**src/rtl/imu_accel_sequencer_pkg.sv**
```systemverilog
// Shared types and constants for the IMU accelerometer read sequencer.
// Init states exist only when IMU_SEQ_INIT_WRITE_EN is defined.
package imu_accel_sequencer_pkg;

   // Encodings are fixed because they are shown on the status LEDs.
`ifdef IMU_SEQ_INIT_WRITE_EN
   typedef enum logic [3:0] {
      StIdle     = 4'd0,
      StReq      = 4'd1,
      StWait     = 4'd2,
      StPublish  = 4'd3,
      StInitReq  = 4'd4,
      StInitWait = 4'd5
   } seq_state_e;
`else
   typedef enum logic [3:0] {
      StIdle    = 4'd0,
      StReq     = 4'd1,
      StWait    = 4'd2,
      StPublish = 4'd3
   } seq_state_e;
`endif

   localparam logic [6:0] IMU_ADDR_DEFAULT = 7'h68;

   localparam logic [6:0] ACCX_LSB = 7'h12;
   localparam logic [6:0] ACCX_MSB = 7'h13;
   localparam logic [6:0] ACCY_LSB = 7'h14;
   localparam logic [6:0] ACCY_MSB = 7'h15;
   localparam logic [6:0] ACCZ_LSB = 7'h16;
   localparam logic [6:0] ACCZ_MSB = 7'h17;
   localparam logic [6:0] CMD_REG  = 7'h7E;

   // Accelerometer normal-mode command.
   localparam logic [7:0] INIT_CMD = 8'h11;

   localparam int unsigned NUM_BYTES = 6;
   localparam logic [2:0]  LAST_IDX  = 3'd5;

   function automatic logic [15:0] pack_word(input logic [7:0] msb, input logic [7:0] lsb);
      return {msb, lsb};
   endfunction

endpackage

```
**src/rtl/imu_accel_sequencer_if.sv**
```systemverilog
// Request/response handshake between the sequencer (master side) and the I2C master block.
interface imu_accel_sequencer_if;
   logic       i2c_start;
   logic       i2c_read_write;
   logic [6:0] i2c_slave_addr;
   logic [6:0] i2c_reg_addr;
   logic [7:0] i2c_data_in;
   logic [7:0] i2c_data_out;
   logic       i2c_busy;
   logic       i2c_done;

   modport master (
      output i2c_start,
      output i2c_read_write,
      output i2c_slave_addr,
      output i2c_reg_addr,
      output i2c_data_in,
      input  i2c_data_out,
      input  i2c_busy,
      input  i2c_done
   );

   modport slave (
      input  i2c_start,
      input  i2c_read_write,
      input  i2c_slave_addr,
      input  i2c_reg_addr,
      input  i2c_data_in,
      output i2c_data_out,
      output i2c_busy,
      output i2c_done
   );
endinterface

```
**src/rtl/imu_seq_timeout.sv**
```systemverilog
// Loadable down-counter; expired_o is high while the count sits at zero.
module imu_seq_timeout #(
   parameter int unsigned Width = 16
) (
   input  logic             clk,
   input  logic             rst,
   input  logic             load_i,
   input  logic             en_i,
   input  logic [Width-1:0] load_val_i,
   output logic             expired_o
);

   logic [Width-1:0] count_q, count_d;

   always_comb begin
      count_d = count_q;
      if (load_i) begin
         count_d = load_val_i;
      end else if (en_i && (count_q != '0)) begin
         count_d = count_q - 1'b1;
      end
   end

   always_ff @(posedge clk or posedge rst) begin
      if (rst) begin
         count_q <= '0;
      end else begin
         count_q <= count_d;
      end
   end

   assign expired_o = (count_q == '0);

endmodule

```
**src/rtl/imu_accel_sequencer.sv**
```systemverilog
// Reads ACCX..ACCZ (LSB, MSB) through the I2C master and publishes one atomic sample.
// Define IMU_SEQ_INIT_WRITE_EN to issue one command-register write after reset.
module imu_accel_sequencer
   import imu_accel_sequencer_pkg::*;
#(
   parameter logic [6:0]  IMU_ADDR       = IMU_ADDR_DEFAULT,
   parameter logic [6:0]  ACC_BASE_ADDR  = ACCX_LSB,
`ifdef IMU_SEQ_INIT_WRITE_EN
   parameter logic [6:0]  INIT_REG_ADDR  = CMD_REG,
   parameter logic [7:0]  INIT_DATA      = INIT_CMD,
`endif
   parameter logic [15:0] TIMEOUT_CYCLES = 16'd50000
) (
   input  logic                          clk,
   input  logic                          rst,
   input  logic                          trig,
   imu_accel_sequencer_if.master         i2c,
   output logic [15:0]                   acc_x,
   output logic [15:0]                   acc_y,
   output logic [15:0]                   acc_z,
   output logic                          sample_valid,
   output logic                          seq_busy,
   output logic                          err_timeout,
   output logic [3:0]                    state_ind
);

   // WAIT lasts exactly TIMEOUT_CYCLES cycles before expiry is acted on.
   localparam logic [15:0] TmoLoad = (TIMEOUT_CYCLES == 16'd0) ? 16'd0 : TIMEOUT_CYCLES - 16'd1;

   seq_state_e  state_q, state_d;
   logic [2:0]  idx_q, idx_d;
   logic        pending_q, pending_d;
   logic        err_q, err_d;
   logic        start_q, start_d;
   logic [6:0]  reg_addr_q, reg_addr_d;
   logic [15:0] acc_x_q, acc_x_d;
   logic [15:0] acc_y_q, acc_y_d;
   logic [15:0] acc_z_q, acc_z_d;
   logic        valid_q, valid_d;
   logic [7:0]  byte_q [NUM_BYTES];
   logic        cap_en;
   logic        tmo_load, tmo_en, tmo_expired;

`ifdef IMU_SEQ_INIT_WRITE_EN
   logic        rw_q, rw_d;
   logic [7:0]  data_in_q, data_in_d;
   logic        init_pend_q, init_pend_d;
`endif

   imu_seq_timeout #(
      .Width (16)
   ) u_timeout (
      .clk        (clk),
      .rst        (rst),
      .load_i     (tmo_load),
      .en_i       (tmo_en),
      .load_val_i (TmoLoad),
      .expired_o  (tmo_expired)
   );

   always_comb begin
      state_d    = state_q;
      idx_d      = idx_q;
      pending_d  = pending_q;
      err_d      = err_q;
      start_d    = 1'b0;
      reg_addr_d = reg_addr_q;
      acc_x_d    = acc_x_q;
      acc_y_d    = acc_y_q;
      acc_z_d    = acc_z_q;
      valid_d    = 1'b0;
      cap_en     = 1'b0;
      tmo_load   = 1'b0;
      tmo_en     = 1'b0;
`ifdef IMU_SEQ_INIT_WRITE_EN
      rw_d        = rw_q;
      data_in_d   = data_in_q;
      init_pend_d = init_pend_q;
`endif

      if (trig && (state_q != StIdle)) begin
         pending_d = 1'b1;
      end

      unique case (state_q)
         StIdle: begin
`ifdef IMU_SEQ_INIT_WRITE_EN
            if (init_pend_q) begin
               init_pend_d = 1'b0;
               pending_d   = pending_q | trig;
               state_d     = StInitReq;
            end else
`endif
            if (trig || pending_q) begin
               pending_d = 1'b0;
               idx_d     = 3'd0;
               err_d     = 1'b0;
               state_d   = StReq;
            end
         end

         StReq: begin
            reg_addr_d = ACC_BASE_ADDR + {4'b0000, idx_q};
`ifdef IMU_SEQ_INIT_WRITE_EN
            rw_d      = 1'b1;
            data_in_d = 8'h00;
`endif
            if (!i2c.i2c_busy) begin
               start_d  = 1'b1;
               tmo_load = 1'b1;
               state_d  = StWait;
            end
         end

         StWait: begin
            tmo_en = 1'b1;
            if (i2c.i2c_done) begin
               cap_en = 1'b1;
               if (idx_q == LAST_IDX) begin
                  state_d = StPublish;
               end else begin
                  idx_d   = idx_q + 3'd1;
                  state_d = StReq;
               end
            end else if (tmo_expired) begin
               err_d   = 1'b1;
               state_d = StIdle;
            end
         end

         StPublish: begin
            acc_x_d = pack_word(byte_q[1], byte_q[0]);
            acc_y_d = pack_word(byte_q[3], byte_q[2]);
            acc_z_d = pack_word(byte_q[5], byte_q[4]);
            valid_d = 1'b1;
            // A trig seen during the burst or in this very cycle restarts immediately.
            if (pending_q || trig) begin
               pending_d = 1'b0;
               idx_d     = 3'd0;
               err_d     = 1'b0;
               state_d   = StReq;
            end else begin
               state_d = StIdle;
            end
         end

`ifdef IMU_SEQ_INIT_WRITE_EN
         StInitReq: begin
            reg_addr_d = INIT_REG_ADDR;
            rw_d       = 1'b0;
            data_in_d  = INIT_DATA;
            if (!i2c.i2c_busy) begin
               start_d  = 1'b1;
               tmo_load = 1'b1;
               state_d  = StInitWait;
            end
         end

         StInitWait: begin
            tmo_en = 1'b1;
            if (i2c.i2c_done) begin
               state_d = StIdle;
            end else if (tmo_expired) begin
               err_d   = 1'b1;
               state_d = StIdle;
            end
         end
`endif

         default: state_d = StIdle;
      endcase
   end

   always_ff @(posedge clk or posedge rst) begin
      if (rst) begin
         state_q    <= StIdle;
         idx_q      <= 3'd0;
         pending_q  <= 1'b0;
         err_q      <= 1'b0;
         start_q    <= 1'b0;
         reg_addr_q <= ACC_BASE_ADDR;
         acc_x_q    <= 16'h0000;
         acc_y_q    <= 16'h0000;
         acc_z_q    <= 16'h0000;
         valid_q    <= 1'b0;
      end else begin
         state_q    <= state_d;
         idx_q      <= idx_d;
         pending_q  <= pending_d;
         err_q      <= err_d;
         start_q    <= start_d;
         reg_addr_q <= reg_addr_d;
         acc_x_q    <= acc_x_d;
         acc_y_q    <= acc_y_d;
         acc_z_q    <= acc_z_d;
         valid_q    <= valid_d;
      end
   end

   always_ff @(posedge clk or posedge rst) begin
      if (rst) begin
         for (int i = 0; i < NUM_BYTES; i++) begin
            byte_q[i] <= 8'h00;
         end
      end else if (cap_en) begin
         byte_q[idx_q] <= i2c.i2c_data_out;
      end
   end

`ifdef IMU_SEQ_INIT_WRITE_EN
   always_ff @(posedge clk or posedge rst) begin
      if (rst) begin
         rw_q        <= 1'b1;
         data_in_q   <= 8'h00;
         init_pend_q <= 1'b1;
      end else begin
         rw_q        <= rw_d;
         data_in_q   <= data_in_d;
         init_pend_q <= init_pend_d;
      end
   end

   assign i2c.i2c_read_write = rw_q;
   assign i2c.i2c_data_in    = data_in_q;
`else
   assign i2c.i2c_read_write = 1'b1;
   assign i2c.i2c_data_in    = 8'h00;
`endif

   assign i2c.i2c_start      = start_q;
   assign i2c.i2c_slave_addr = IMU_ADDR;
   assign i2c.i2c_reg_addr   = reg_addr_q;

   assign acc_x        = acc_x_q;
   assign acc_y        = acc_y_q;
   assign acc_z        = acc_z_q;
   assign sample_valid = valid_q;
   assign seq_busy     = (state_q != StIdle);
   assign err_timeout  = err_q;
   assign state_ind    = state_q;

endmodule

```
**src/flat_wrapper.sv**
```systemverilog
// flat-port wrapper written by rule: the top's interface ports become plain ports
module imu_accel_sequencer_flat import imu_accel_sequencer_pkg::*;
#(
   parameter logic [6:0]  IMU_ADDR       = IMU_ADDR_DEFAULT,
   parameter logic [6:0]  ACC_BASE_ADDR  = ACCX_LSB,

   parameter logic [15:0] TIMEOUT_CYCLES = 16'd50000
)
  (clk, rst, trig, acc_x, acc_y, acc_z, sample_valid, seq_busy, err_timeout, state_ind, i2c_i2c_start, i2c_i2c_read_write, i2c_i2c_slave_addr, i2c_i2c_reg_addr, i2c_i2c_data_in, i2c_i2c_data_out, i2c_i2c_busy, i2c_i2c_done);
  imu_accel_sequencer_if i2c_i ();
  input  logic clk;
  input  logic rst;
  input  logic trig;
  output logic [15:0] acc_x;
  output logic [15:0] acc_y;
  output logic [15:0] acc_z;
  output logic sample_valid;
  output logic seq_busy;
  output logic err_timeout;
  output logic [3:0] state_ind;
  output wire logic [$bits(i2c_i.i2c_start)-1:0] i2c_i2c_start;
  output wire logic [$bits(i2c_i.i2c_read_write)-1:0] i2c_i2c_read_write;
  output wire logic [$bits(i2c_i.i2c_slave_addr)-1:0] i2c_i2c_slave_addr;
  output wire logic [$bits(i2c_i.i2c_reg_addr)-1:0] i2c_i2c_reg_addr;
  output wire logic [$bits(i2c_i.i2c_data_in)-1:0] i2c_i2c_data_in;
  input wire logic [$bits(i2c_i.i2c_data_out)-1:0] i2c_i2c_data_out;
  input wire logic [$bits(i2c_i.i2c_busy)-1:0] i2c_i2c_busy;
  input wire logic [$bits(i2c_i.i2c_done)-1:0] i2c_i2c_done;
  assign i2c_i2c_start = i2c_i.i2c_start;
  assign i2c_i2c_read_write = i2c_i.i2c_read_write;
  assign i2c_i2c_slave_addr = i2c_i.i2c_slave_addr;
  assign i2c_i2c_reg_addr = i2c_i.i2c_reg_addr;
  assign i2c_i2c_data_in = i2c_i.i2c_data_in;
  assign i2c_i.i2c_data_out = i2c_i2c_data_out;
  assign i2c_i.i2c_busy = i2c_i2c_busy;
  assign i2c_i.i2c_done = i2c_i2c_done;
  imu_accel_sequencer #(.IMU_ADDR(IMU_ADDR), .ACC_BASE_ADDR(ACC_BASE_ADDR), .TIMEOUT_CYCLES(TIMEOUT_CYCLES)) u_core (.clk(clk), .rst(rst), .trig(trig), .i2c(i2c_i), .acc_x(acc_x), .acc_y(acc_y), .acc_z(acc_z), .sample_valid(sample_valid), .seq_busy(seq_busy), .err_timeout(err_timeout), .state_ind(state_ind));
endmodule
```
**config.mk**
```make
export PLATFORM = sky130hd
export DESIGN_NAME = imu_accel_sequencer_flat
export DESIGN_NICKNAME = d
export VERILOG_FILES = /design/src/rtl/imu_accel_sequencer_pkg.sv /design/src/rtl/imu_accel_sequencer_if.sv /design/src/rtl/imu_seq_timeout.sv /design/src/rtl/imu_accel_sequencer.sv /design/src/flat_wrapper.sv
export SDC_FILE = /design/constraint.sdc
export NUM_CORES = 1
export LEC_CHECK = 0
export CAP_MARGIN = 20
export CORE_AREA = 2 2 137 139
export DETAILED_ROUTE_END_ITERATION = 12
export DIE_AREA = 0 0 139 141
export GPL_TIMING_DRIVEN = 0
export HOLD_SLACK_MARGIN = 0.02
export PLACE_DENSITY = 0.54
export SYNTH_ARGS = -nofsm -noshare
export SYNTH_HDL_FRONTEND = slang
export SYNTH_SLANG_ARGS = --single-unit
```
**constraint.sdc**
```tcl
create_clock -name clk -period 4.66 [get_ports clk]
set_input_delay 0.466 -clock clk [delete_from_list [all_inputs] [get_ports clk]]
set_output_delay 0.466 -clock clk [all_outputs]
set_load 0.05 [all_outputs]
```
; Word level (Yosys, flattened, before mapping)
; Index checks and enable logic that the tools add are counted.
[word_totals]
word_cells = 78
register_bits = 130
[classes]
n_addsub = 3
n_eq_ne = 12
n_lt_le_gt_ge = 2
n_reduce_logical = 14
muxes = 29
bitwise_logic = 1
[op_table]
columns = op, n
row1 = bitwise mux 48 bit, 1
row2 = 2-to-1 mux 16 bit, 2
row3 = demux 8 bit (select 3 bit), 1
row4 = logical NOT 16 bit, 1
row5 = 2-to-1 mux 4 bit, 4
row6 = case mux 4 bit (4 select lines), 1
row7 = nonzero test 16 bit, 1
row8 = subtractor 16 x 1 -> 16 bit (second input constant), 1
row9 = 2-to-1 mux 1 bit, 13
row10 = 2-to-1 mux 3 bit, 3
row11 = == test 4 x 2 -> 1 bit (second input constant), 2
row12 = 2-to-1 mux 8 bit, 1
row13 = inequality test 2 bit (second input constant), 4
row14 = AND reduction 4 bit, 2
row15 = adder 5 x 3 -> 6 bit (first input constant), 1
row16 = inequality test 2 x 1 -> 1 bit (second input constant), 3
row17 = case mux 3 bit (2 select lines), 1
row18 = == test 4 x 1 -> 1 bit (second input constant), 1
row19 = >= comparator 4 bit (second input constant), 1
row20 = logical NOT 4 bit, 1
row21 = less-than comparator 4 x 1 -> 1 bit (second input constant), 1
row22 = NOT 3 -> 4 bit, 1
row23 = nonzero test 2 bit, 2
row24 = nonzero test 4 bit, 1
row25 = other kinds (9), 11

; Logic depth before layout (Yosys ltp)
; Gate-level depths: netlist of run 1.
[logic_depth]
word_depth = 6
depth_mapped = 9
mapped_depth_nobuf = 6

; Cells and area by module
; From an unflattened synthesis of run 1, not the netlist that was laid out.
[hier_totals]
hier_cells = 421
hier_area_um2 = 5595.4
[modules_own_cells]
columns = mod, cells_per_inst, seq_area_each_um2, area_per_inst_um2, n_inst
row1 = imu_accel_sequencer, 299, 2728.9, 4560.6, 1
row2 = imu_seq_timeout, 122, 400.4, 1034.7, 1

; Worst setup path before layout of run 1
; No wires, ideal clock.
[synth_timing]
path_kind = register -> register
from = register u_core.state_q[0], in the netlist u_core.state_ind[0]
to = register u_core.u_timeout.count_q[14]
period_less_slack_ns = 2.474
t_arrival_ns = 2.343
t_required_ns = 4.529
setup_slack_ns = 2.186
stages_incl_launch_ff = 7
path_cell_list = dfrtp_1 -> inv_1 -> ha_1 -> or4bb_1 -> a2111o_1 -> o31a_1 -> or3_1
[synth_via]
elab_chain_len = 4
elab_cells_between_ends = 7
[synth_lines]
columns = element, line_no
row1 = start: declaration, imu_accel_sequencer.sv:30  ; seq_state_e state_q, state_d;
row2 = start signal: assignment, imu_accel_sequencer.sv:176  ; state_q <= StIdle;
row3 = start signal: assignment, imu_accel_sequencer.sv:187  ; state_q <= state_d;
row4 = == test 4 x 2 -> 1 bit, imu_accel_sequencer.sv:85  ; unique case (state_q)
row5 = 2-to-1 mux 1 bit, imu_accel_sequencer.sv:85
row6 = logical AND 1 bit, imu_seq_timeout.sv:19  ; end else if (en_i && (count_q != '0)) begin
row7 = nonzero test 2 bit (no source line), -
row8 = end signal: assignment, imu_seq_timeout.sv:28  ; count_q <= count_d;
row9 = end: declaration, imu_seq_timeout.sv:13  ; logic [Width-1:0] count_q, count_d;
; Parallel ways exist; a longest one is shown, timed or not.
; A chain may end at the register's enable or synchronous reset.

; Worst setup path after layout of run 1
[layout_timing]
from = register u_core.state_q[0], in the netlist u_core.state_ind[0]
to = output seq_busy
[layout_via]
elab_chain_len = 1
[layout_lines]
columns = element, line_no
row1 = nonzero test 4 bit, imu_accel_sequencer.sv:238  ; assign seq_busy = (state_q != StIdle);
row2 = end: declaration, flat_wrapper.sv:18  ; output logic seq_busy;
; No other way between the ends.

==> qor.csv, run 1 <==
stage,metric,value,unit
sta,worst_pin_slew,0.751,ns
sta,maxSlewViolCount,0,
floorplan,io_pins,92,
clock_network,cts_resized,0,
run,maxCapViolCount,0,
yosys,yosys.area.top_type_share,58.0,%
yosys,yosys_warnings,0,
floorplan,coreArea,18300,um2
global_route,antenna_found_initial,0,
sta,relSlewSlack,50.0,%
clock_network,holdBufCountCts,0,
power_and_ir_drop,leakagePower,3.30,nW
yosys,synth_area,5350,um2
floorplan,fp.dieH,141,um
finish,area_growth,32.0,%
sta,post-route-period-util,54.8,%
sta,final_hold_viol_count,0,
worst_setup_path,cp_num_cells,4,
worst_setup_path,cpMaxStageDelayCell,clkdlybuf4s50_1,
worst_setup_path,cp_slowest_stage_delay,0.85,ns
drt,drt_iter0_markers,158,
worst_setup_path,crit_family,buffers and inverters,
clock_network,cts_max_level,4,
sta,tns,0,ns
clock_network,insertion_delay,0.41,ns
drt,drc_errors,0,
worst_setup_path,crit_start,u_core.state_ind[0],
yosys,syn_area_per_cell,13.5,um2
worst_setup_path,cp.arrival,2.09,ns
yosys,async_reset_ff_share,100,%
drt,antenna_left,0,
yosys,synthCells,397,
yosys,synth_edf_count,0,
yosys,synth_top_cells_by_count,"dfrtp_1 (124), mux2_2 (100), buf_4 (21), nand2_1 (14)",
sta,setup_ws,2.11,ns
drt,wl,12.1,mm
placement,hpwlAfterDp,8.25,mm
clock_network,cts_tree,yes,
worst_setup_path,ff2ff_path_depth,6,
floorplan,die_w,139,um
yosys,ys_ff_latch,125,
worst_setup_path,end_kind,output port,
clock_network,cts_buffers,17,
sta,rsz0062_at_grt,no,
placement,io_buffers,70,
worst_setup_path,reg2reg_from,u_core.state_ind[0],
global_route,grt_pass1_vias,3640,
drt,dr_total_vias,3501,
worst_setup_path,ff2ff_setup_slack,2.21,ns
clock_network,cts.path.max_buffers,2,
worst_setup_path,crit_chain,inv_1 -> ha_1 -> inv_1 -> clkdlybuf4s50_1,
global_route,grt_max_degree,101,
worst_setup_path,crit_buf_inv,3,
finish,diodes,0,
drt,wl_per_cell,16.0,um
sta,setup_violations,0,
global_route,grt_pass1_wl,19.9,mm
global_route,grt-ovfl-total,0,
global_route,track_usage,13.0,%
finish,layout-drive-gt1-share,30.1,%
drt,drt_first_pass_iters,4,
clock_network,path_clk_slew,0.06,ns
clock_network,cts_setup_buffers,0,
worst_setup_path,critPathKind,register to output port,
sta,fin_skew,0.00928,ns
status,status,finished clean,
yosys,yosysSeqAreaShare,58.5,%
clock_network,cts_root_buf,clkbuf_16,
floorplan,start_util,29.3,%
yosys,yosys.area.top_type,dfrtp_1,
yosys,synth_cell_types,43,
worst_setup_path,crit_path_max_fanout,4,
placement,place_congestion,0.776,
clock_network,cts_sinks,125,
floorplan,dieArea,19600,um2
worst_setup_path,crit_required,4.19,ns
drt,vias_per_cell,4.66,
worst_setup_path,cpMostUsedCell,inv_1,
yosys,yosysMostFrequentCell,dfrtp_1,
worst_setup_path,critPathCapture,seq_busy,
worst_setup_path,rr_endpoint,u_core.u_timeout.count_q[14],
power_and_ir_drop,ir_worst_vdd,372,uV
yosys,synthTopCellsByArea,"dfrtp_1 (58%), mux2_2 (21%), buf_4 (2.9%)",
worst_setup_path,cp-start-kind,register,
worst_hold_path,timing.hold.worst.class,primary input to asynchronous set/reset pin,
power_and_ir_drop,powerDensity,607,nW/um2
finish,nets,530,
sta,max_freq,391,MHz
floorplan,num_rows,50,
placement,pre_cts_slack,1.97,ns
yosys,ys.flop_type,dfrtp_1,
sta,final.min_clock_period,2.55,ns
-- worst register-to-register path, delay by kind of cell (launching register included) --
family                   cells  cell delay [ns]
AND/OR/NAND/NOR              2             0.82
AO/OA/AOI/OAI                2             0.71
flip-flops                   1             0.43
adder cells (fa/ha/maj)      1             0.25
buffers and inverters        1             0.12
-- power breakdown --
part	switching (W)	internal, W
Clock	0.000468	0.000904
Sequential	0.000135	0.00133
Combinational	0.000895	0.000554
Total	0.00150	0.00279
-- metal layers --
layer | routed length, um | global-route usage [%] | vias up | part of all wire [%]
met1 | 5380 | 16.1 | 1790 | 45
met2 | 5810 | 21.1 | 89 | 48
met4 | 178 | 3.93 | 0 | 1.5
met3 | 687 | 5.10 | 16 | 5.7
li1 | - | - | 1606 | -
met5 | 0 | 0 | - | 0
-- cell type report --
type                       instances  area, um2
buffer                            34        206
clock buffer                      20        447
clock inverter                    11        168
fill                            1727      11200
inverter                          11       46.3
multi-input combinational        246       2040
sequential                       125       3130
tap                              234        293
timing repair buffer              71        728
-- cells in the final DEF (no fill, tap or decap), types with 2 or more instances in the layout --
master / Yosys / routed
clkinv_2: 0 / 3
nand4b_1: 2 / 2
inv_1: 11 / 10
nand2_1: 14 / 14
nand2b_1: 2 / 2
nor3b_1: 2 / 2
mux2_2: 100 / 100
clkinv_4: 0 / 2
nor4_1: 4 / 4
mux2i_1: 4 / 4
or3_1: 3 / 3
conb_1: 2 / 21
bufinv_16: 0 / 4
nor2_1: 11 / 11
nand3_1: 5 / 5
and3_1: 2 / 2
buf_4: 21 / 21
nor3_1: 3 / 3
nand4_1: 7 / 7
clkdlybuf4s50_1: 0 / 70
clkinvlp_4: 0 / 2
and4_1: 4 / 4
and2_1: 2 / 2
dfrtp_1: 124 / 124
or4_1: 2 / 2
clkbuf_1: 8 / 10
a31oi_1: 5 / 5
a41o_1: 2 / 2
ha_1: 11 / 11
o21ai_0: 11 / 11
a21oi_1: 9 / 9
clkbuf_16: 0 / 17
o31ai_1: 3 / 3
buf_1: 5 / 5
or2_2: 2 / 2
a22o_1: 3 / 3
-- metrics by stage --
stage / cell area, um2 / total power [W] / instances / hold slack (ns) / utilization, %
finish: 7060 / 0.00429 / 752 / 0.386 / 38.7
global route: 7060 / 0.00450 / 752 / 0.409 / 38.7
CTS: 7060 / 0.00434 / 752 / 0.377 / 38.7
detailed placement: 6450 / 0.00295 / 721 / 0.488 / 35.3
global placement: 6410 / 0.00292 / 720 / 0.481 / 35.1
floorplan: 5420 / 0.00248 / 416 / 0.474 / -
-- worst min-delay path by stage --
stage,slack (ns),depth (start not counted),start,to
after detailed placement,0.49,1,u_core.byte_q[22],u_core.byte_q[22]
after global placement,0.48,1,u_core.byte_q[10],u_core.byte_q[10]
final,0.39,2,rst,u_core.u_timeout.count_q[11]
after floorplan,0.47,1,u_core.byte_q[40],u_core.acc_x[0]
after global routing,0.41,2,rst,u_core.u_timeout.count_q[12]
after CTS,0.38,2,rst,u_core.u_timeout.count_q[11]
-- flip-flops by register name, summed over array words and instances (netlist names) --
signal	cells
u_core.acc_z	16
u_core.idx_q	3
u_core.sample_valid	1
u_core.acc_y	16
u_core.i2c.i2c_start	1
u_core.state_ind	2
u_core.acc_x	16
u_core.err_timeout	1
u_core.u_timeout.count_q	16
u_core.i2c.i2c_reg_addr	4
u_core.pending_q	1
u_core.byte_q	48
-- cell families (layout without fill, tap and decap cells) --
logic type,count (synthesis),in the layout,share of synthesized area [%]
flops,125,125,58.5
mux,104,104,21.8
simple gates,67,67,6.95
buf+inv,45,147,4.63
compound gates,42,42,5.24
fa+ha+maj,11,11,2.57
other cells,2,21,0.140
xor+xnor,1,1,0.164
No activity file was read; power rests on OpenSTA's default activity.
==> inputs of run 2 (changes only) <==
--- a/config.mk
+++ b/config.mk
@@ -11,7 +11,7 @@
 export DIE_AREA = 0 0 139 141
 export GPL_TIMING_DRIVEN = 0
 export HOLD_SLACK_MARGIN = 0.02
-export PLACE_DENSITY = 0.54
+export PLACE_DENSITY = 0.55
 export SYNTH_ARGS = -nofsm -noshare
 export SYNTH_HDL_FRONTEND = slang
 export SYNTH_SLANG_ARGS = --single-unit
==> constraint.sdc (replaced) <==
create_clock -name clk -period 2.2 [get_ports clk]
set_input_delay 0.22 -clock clk [delete_from_list [all_inputs] [get_ports clk]]
set_output_delay 0.22 -clock clk [all_outputs]
set_load 0.05 [all_outputs]
==> run 2 against run 1 <==
The run now ends with negative setup slack left. Worst setup slack worse by 2.2 ns. Global-route usage is essentially flat. Count of clock-buffer cells in the layout up 2. Register-to-register slack lost 2.3 ns. Sequential power rose by 110%. Via count up 0.83%. Flip-flop and latch count did not move. Hold slack got worse by 0.25 ns. Combinational power up 120%. Core utilization is 0.91 points higher. First-iteration DRC count decreased by 20%. Critical endpoint is now u_core.u_timeout.count_q[14].
==> qor.csv, run 2 (same netlist as run 1, synthesis figures left out) <==
stage,metric,value,unit,change
global_route,grt-ovfl-total,0,,unchanged
drt,drc_errors,0,,unchanged
finish,area_growth,35.1,%,
global_route,grt_pass1_wl,20.0,mm,+0.38%
clock_network,insertion_delay,0.40,ns,about the same
floorplan,start_util,29.3,%,unchanged
global_route,antenna_found_initial,0,,unchanged
run,maxCapViolCount,0,,unchanged
sta,final.min_clock_period,2.25,ns,
sta,worst_pin_slew,0.640,ns,-0.110 ns
worst_setup_path,cp_slowest_stage_delay,0.54,ns,-0.31 ns
sta,rsz0062_at_grt,yes,,
global_route,track_usage,13.0,%,about the same
sta,final_hold_viol_count,0,,unchanged
sta,setup_violations,1,,+1
power_and_ir_drop,powerDensity,1280,nW/um2,+110%
worst_setup_path,cp.arrival,2.52,ns,+0.43 ns
clock_network,holdBufCountCts,0,,unchanged
worst_setup_path,crit_chain,inv_1 -> ha_2 -> or4bb_4 -> a2111o_1 -> o31a_1 -> or3_1,,
finish,largest_register_ffs,48,,unchanged
global_route,grt_max_degree,42,,-58%
drt,antenna_left,0,,unchanged
power_and_ir_drop,ir_worst_vdd,942,uV,+150%
placement,pre_cts_slack,-0.252,ns,-2.22 ns
worst_setup_path,crit_path_max_fanout,4,,unchanged
sta,hold_slack,0.140,ns,-0.246 ns
finish,largest-register,u_core.byte_q,,
worst_setup_path,cp-start-kind,register,,
floorplan,num_rows,50,,unchanged
power_and_ir_drop,leakagePower,3.37,nW,+2.3%
placement,place_congestion,0.753,,-3.0%
floorplan,coreArea,18300,um2,unchanged
drt,dr_total_vias,3530,,+0.83%
finish,diodes,0,,unchanged
worst_setup_path,crit_family,simple AND/OR/NAND/NOR gates,,
drt,vias_per_cell,4.63,,-0.63%
floorplan,io_pins,92,,unchanged
clock_network,cts_tree,yes,,
sta,setup_ws,-0.0458,ns,-2.15 ns
clock_network,cts_max_level,4,,unchanged
sta,post-route-period-util,102,%,
floorplan,die_w,139,um,unchanged
clock_network,cts_sinks,125,,unchanged
finish,nets,540,,+1.9%
sta,maxSlewViolCount,0,,unchanged
sta,max_freq,445,MHz,
drt,wl_per_cell,16.1,um,+0.50%
status,violations,negative setup slack,,
sta,relSlewSlack,57.3,%,+7.4 points
worst_setup_path,end_kind,register,,
floorplan,dieArea,19600,um2,unchanged
floorplan,fp.dieH,141,um,unchanged
finish,final_cell_mix,"dfrtp_1 (122), mux2_2 (100), clkdlybuf4s50_1 (69)",,
clock_network,cts_buffers,17,,unchanged
placement,hpwlAfterDp,8.49,mm,+2.9%
drt,drt_first_pass_iters,4,,unchanged
clock_network,cts.path.max_buffers,2,,unchanged
worst_setup_path,cpMaxStageDelayCell,or4bb_4,,
drt,wl,12.3,mm,+2.0%
clock_network,path_clk_slew,0.06,ns,about the same
sta,fin_skew,0.00786,ns,-0.00142 ns
worst_hold_path,timing.hold.worst.class,primary input to asynchronous set/reset pin,,
global_route,grt_pass1_vias,3720,,+2.2%
clock_network,cts_root_buf,clkbuf_16,,
worst_setup_path,critPathKind,register to register,,
drt,drt_iter0_markers,127,,-20%
finish,layout-drive-gt1-share,34.6,%,+4.5 points
worst_setup_path,crit_buf_inv,1,,-2
finish,layout.cells.most_common,dfrtp_1,,
placement,io_buffers,70,,unchanged
status,status,"finished, violations left",,
worst_setup_path,crit_required,2.48,ns,-1.71 ns
[run 2: final cells by class]
type	count	area (um2)
Sequential cell	125	3130
Multi-Input combinational cell	246	2080
Timing Repair Buffer	82	827
Clock inverter	10	161
Inverter	11	47.5
Clock buffer	22	474
Tap cell	234	293
Buffer	33	208
Fill cell	1739	11000
[run 2: final timing paths]
kind | startpoint | to | slack [ns] | cells past startpoint
max in group asynchronous | rst | u_core.acc_y[11] | 1.27 | 4
max | u_core.u_timeout.count_q[0] | u_core.u_timeout.count_q[14] | -0.05 | 6
min reg2reg | u_core.byte_q[1] | u_core.byte_q[1] | 0.50 | 1
min in group clk | u_core.byte_q[1] | u_core.byte_q[1] | 0.50 | 1
min | rst | u_core.acc_z[15] | 0.14 | 2
max reg2reg | u_core.u_timeout.count_q[0] | u_core.u_timeout.count_q[14] | -0.05 | 6
[run 2: what timing repair did]
item | CTS | global route
gates resized for setup | 5 | 9
setup buffers | 6 | 3
pin swaps | 3 | 2
setup endpoints to repair | 25 | 44
[run 2: worst register-to-register path, delay by kind of cell (launching register included)]
family / cells / cell delay, ns
simple gates: 2 / 0.88
compound gates: 2 / 0.61
flops: 1 / 0.39
fa+ha+maj: 1 / 0.18
buf+inv: 1 / 0.07
[run 2: stage by stage]
| step | instances | TNS (ns) | utilization [%] | area [um2] | total power, W |
|---|---|---|---|---|---|
| final | 763 | -0.0458 | 39.6 | 7230 | 0.00927 |
| after global routing | 763 | -0.156 | 39.6 | 7230 | 0.00970 |
| after CTS | 761 | -0.0312 | 39.3 | 7180 | 0.00934 |
| after detailed placement | 723 | -4.01 | 35.5 | 6490 | 0.00628 |
| after global placement | 720 | -88.08 | 35.2 | 6430 | 0.00620 |
| after floorplan | 416 | -0.143 | - | 5440 | 0.00527 |
[run 2: metal layers]
metal  global-route usage (%)  vias to the layer above  share of wire (%)
li1                         -                     1627                  -
met1                     16.3                     1799                 45
met2                     21.4                       92                 48
met3                     4.25                       12                5.9
met4                     4.20                        0                1.2
met5                        0                        -                  0
[run 2: report_power, final]
part,internal [W],switching [W],leakage [nW]
registers,0.00283,0.000310,1.65
logic,0.00122,0.00192,1.41
clock network,0.00199,0.000997,0.314
total,0.00604,0.00323,3.37
==> inputs of run 3 (changes only) <==
--- a/config.mk
+++ b/config.mk
@@ -9,9 +9,10 @@
 export CORE_AREA = 2 2 137 139
 export DETAILED_ROUTE_END_ITERATION = 12
 export DIE_AREA = 0 0 139 141
+export DONT_BUFFER_PORTS = 1
 export GPL_TIMING_DRIVEN = 0
 export HOLD_SLACK_MARGIN = 0.02
-export PLACE_DENSITY = 0.55
+export PLACE_DENSITY = 0.49
 export SYNTH_ARGS = -nofsm -noshare
 export SYNTH_HDL_FRONTEND = slang
 export SYNTH_SLANG_ARGS = --single-unit
==> run 3 against run 2 <==
The run still ends with negative setup slack left. Worst setup slack lost 0.12 ns. Sequential power grew 31%. Clock power shrank 13%. First-iteration DRC count is the same. Maximum frequency shrank 4.9%. Clock skew shrank 0.0014 ns. Final cell count shrank 7.6%. Combinational power shrank 48%. Design area shrank 8.9%. Critical path depth is the same. Via count shrank 7.3%. Critical endpoint unchanged.
==> qor.csv, run 3 (same netlist as run 1, synthesis figures left out) <==
stage,metric,value,unit,change
worst_setup_path,cp_slowest_stage_delay,0.54,ns,about the same
finish,final_cells,705,,-7.6%
global_route,grt_pass1_vias,3511,,-5.6%
placement,io_buffers,0,,-100%
drt,vias_per_cell,4.64,,+0.38%
clock_network,path_clk_slew,0.06,ns,about the same
power_and_ir_drop,powerDensity,1270,nW/um2,-0.99%
drt,wl,12.5,mm,+1.3%
placement,hpwlAfterDp,8.50,mm,+0.13%
worst_setup_path,cp-start-kind,register,,
global_route,track_usage,13.3,%,+0.33 points
finish,area_growth,23.1,%,
worst_setup_path,ff2ff_path_depth,6,,unchanged
global_route,grtUsageMet2,21.3,%,-0.052 points
finish,layout-drive-gt1-share,40.0,%,+5.4 points
clock_network,cts_root_buf,clkbuf_16,,
global_route,grt-ovfl-total,0,,unchanged
sta,final_hold_viol_count,0,,unchanged
finish,seqCellArea,3130,um2,unchanged
clock_network,cts_buffers,17,,unchanged
run,maxCapViolCount,0,,unchanged
sta,maxSlewViolCount,0,,unchanged
finish,nets,481,,-11%
sta,hold_slack,0.0627,ns,-0.0772 ns
drt,drt_iter0_markers,127,,unchanged
worst_hold_path,hold-path-cell-count,3,,
worst_setup_path,cp.arrival,2.65,ns,+0.13 ns
floorplan,start_util,29.3,%,unchanged
clock_network,cts.path.max_buffers,2,,unchanged
status,status,"finished, violations left",,
clock_network,cts_sinks,125,,unchanged
clock_network,cts_tree,yes,,
sta,relSlewSlack,55.0,%,-2.3 points
finish,fillers,1776,,+2.1%
global_route,grt-busiest-layer,met2,,
floorplan,io_pins,92,,unchanged
global_route,gr-usage-met3,5.54,%,+1.3 points
finish,largest_register_ffs,48,,unchanged
sta,worst_pin_slew,0.675,ns,+0.0349 ns
global_route,antenna_found_initial,1,,+1
placement,place_congestion,0.744,,-1.2%
global_route,grt_pass1_wl,20.0,mm,about the same
sta,post-route-period-util,107,%,+5.3 points
sta,fin_skew,0.00644,ns,-0.00142 ns
drt,drt_first_pass_iters,4,,unchanged
floorplan,dieArea,19600,um2,unchanged
floorplan,die_w,139,um,unchanged
sta,setup_violations,2,,+1
clock_network,cts_max_level,4,,unchanged
worst_setup_path,crit_required,2.48,ns,about the same
placement,place_inst,653,,-9.7%
global_route,grtUsageMet1,15.9,%,-0.40 points
sta,final.min_clock_period,2.36,ns,+0.117 ns
finish,final_cell_mix,"dfrtp_1 (122), mux2_2 (100), buf_4 (32)",,
drt,antenna_left,0,,unchanged
worst_setup_path,end_kind,register,,
global_route,grt_max_degree,38,,-9.5%
clock_network,insertion_delay,0.41,ns,about the same
floorplan,fp.dieH,141,um,unchanged
worst_setup_path,cpMaxStageDelayCell,dfrtp_2,,
power_and_ir_drop,ir_worst_vdd,611,uV,-35%
status,violations,negative setup slack,,
worst_hold_path,timing.hold.worst.class,primary input to register,,
power_and_ir_drop,leakagePower,3.12,nW,-7.4%
worst_setup_path,crit_path_max_fanout,4,,unchanged
sta,rsz0062_at_grt,yes,,
drt,dr_total_vias,3274,,-7.3%
drt,drc_errors,0,,unchanged
worst_setup_path,critPathKind,register to register,,
drt,wl_per_cell,17.7,um,+9.7%
floorplan,num_rows,50,,unchanged
floorplan,coreArea,18300,um2,unchanged
worst_setup_path,crit_chain,inv_2 -> ha_4 -> or4bb_4 -> a2111o_1 -> o31a_1 -> or3_1,,
finish,largest-register,u_core.byte_q,,
finish,final_core_util,36.0,%,-3.5 points
sta,max_freq,423,MHz,-4.9%
sta,setup_ws,-0.163,ns,-0.117 ns
finish,multi_input_area,2110,um2,+1.1%
power_and_ir_drop,total_power,0.00836,W,-9.8%
finish,layout.cells.most_common,dfrtp_1,,
==> run 3: cell types whose count changed in the layout (fill, tap and decap cells not counted), sizes merged <==
cell           before  now
clkinv              6    8
dlygate4sd2         1    0
clkinvlp            1    5
dlygate4sd3         0   10
bufinv              4    1
diode               0    1
clkbuf             30   27
clkdlybuf4s50      69    0
buf                37   38
==> run 3: cell type report <==
| type | count | share of cell area (%) |
|---|---|---|
| sequential | 125 | 47.6 |
| tap | 234 | 4.45 |
| antenna | 1 | 0.0380 |
| buffer | 32 | 3.14 |
| clock inverter | 13 | 1.82 |
| timing repair buffer | 24 | 3.69 |
| inverter | 11 | 0.741 |
| multi-input combinational | 246 | 32.0 |
| clock buffer | 19 | 6.57 |
==> run 3: worst max-delay path, delay by kind of cell (launching register included) <==
family | cells | cell delay (ns)
AOI/OAI and AO/OA | 2 | 0.62
DFF | 1 | 0.54
and+or+nand+nor | 2 | 0.80
buffers and inverters | 1 | 0.14
adders and majority gates | 1 | 0.15
==> run 3: path summary, 6_finish.rpt <==
kind / end / slack, ns / from
max in group asynchronous: u_core.acc_x[14] / 0.77 / rst
min: u_core.err_timeout / 0.06 / trig
min in group asynchronous: u_core.i2c.i2c_start / 0.37 / rst
max reg2reg: u_core.u_timeout.count_q[14] / -0.16 / u_core.state_ind[0]
max: u_core.u_timeout.count_q[14] / -0.16 / u_core.state_ind[0]
min reg2reg: u_core.acc_z[9] / 0.49 / u_core.byte_q[1]
==> run 3: stage by stage <==
stage          cell area, um2  TNS, ns  setup slack (ns)
2_1_floorplan            5440   -0.143            -0.122
3_3_place_gp             5730   -38.16            -0.477
3_5_place_dp             5790   -12.83            -0.552
4_1_cts                  6510   -0.232            -0.154
5_1_grt                  6590   -0.647            -0.204
6_report                 6590   -0.237            -0.163
==> run 3: power breakdown <==
group	switching (W)	total (W)	internal, W
Clock	0.00105	0.00260	0.00156
Sequential	0.00131	0.00412	0.00281
Combinational	0.000847	0.00164	0.000789
==> run 3: timing repair <==
item | in CTS | in global routing
pin swaps | 6 | 2
setup endpoints to repair | 60 | 36
resized for setup | 9 | 9
buffers inserted | 7 | 5
hold endpoints to repair | 75 | 0
hold buffers | 10 | 0
==> run 3: per-layer routing <==
layer,vias up,wire (um)
met5,-,0
met4,0,256
met3,15,926
met2,79,6070
met1,1665,5200
li1,1515,-
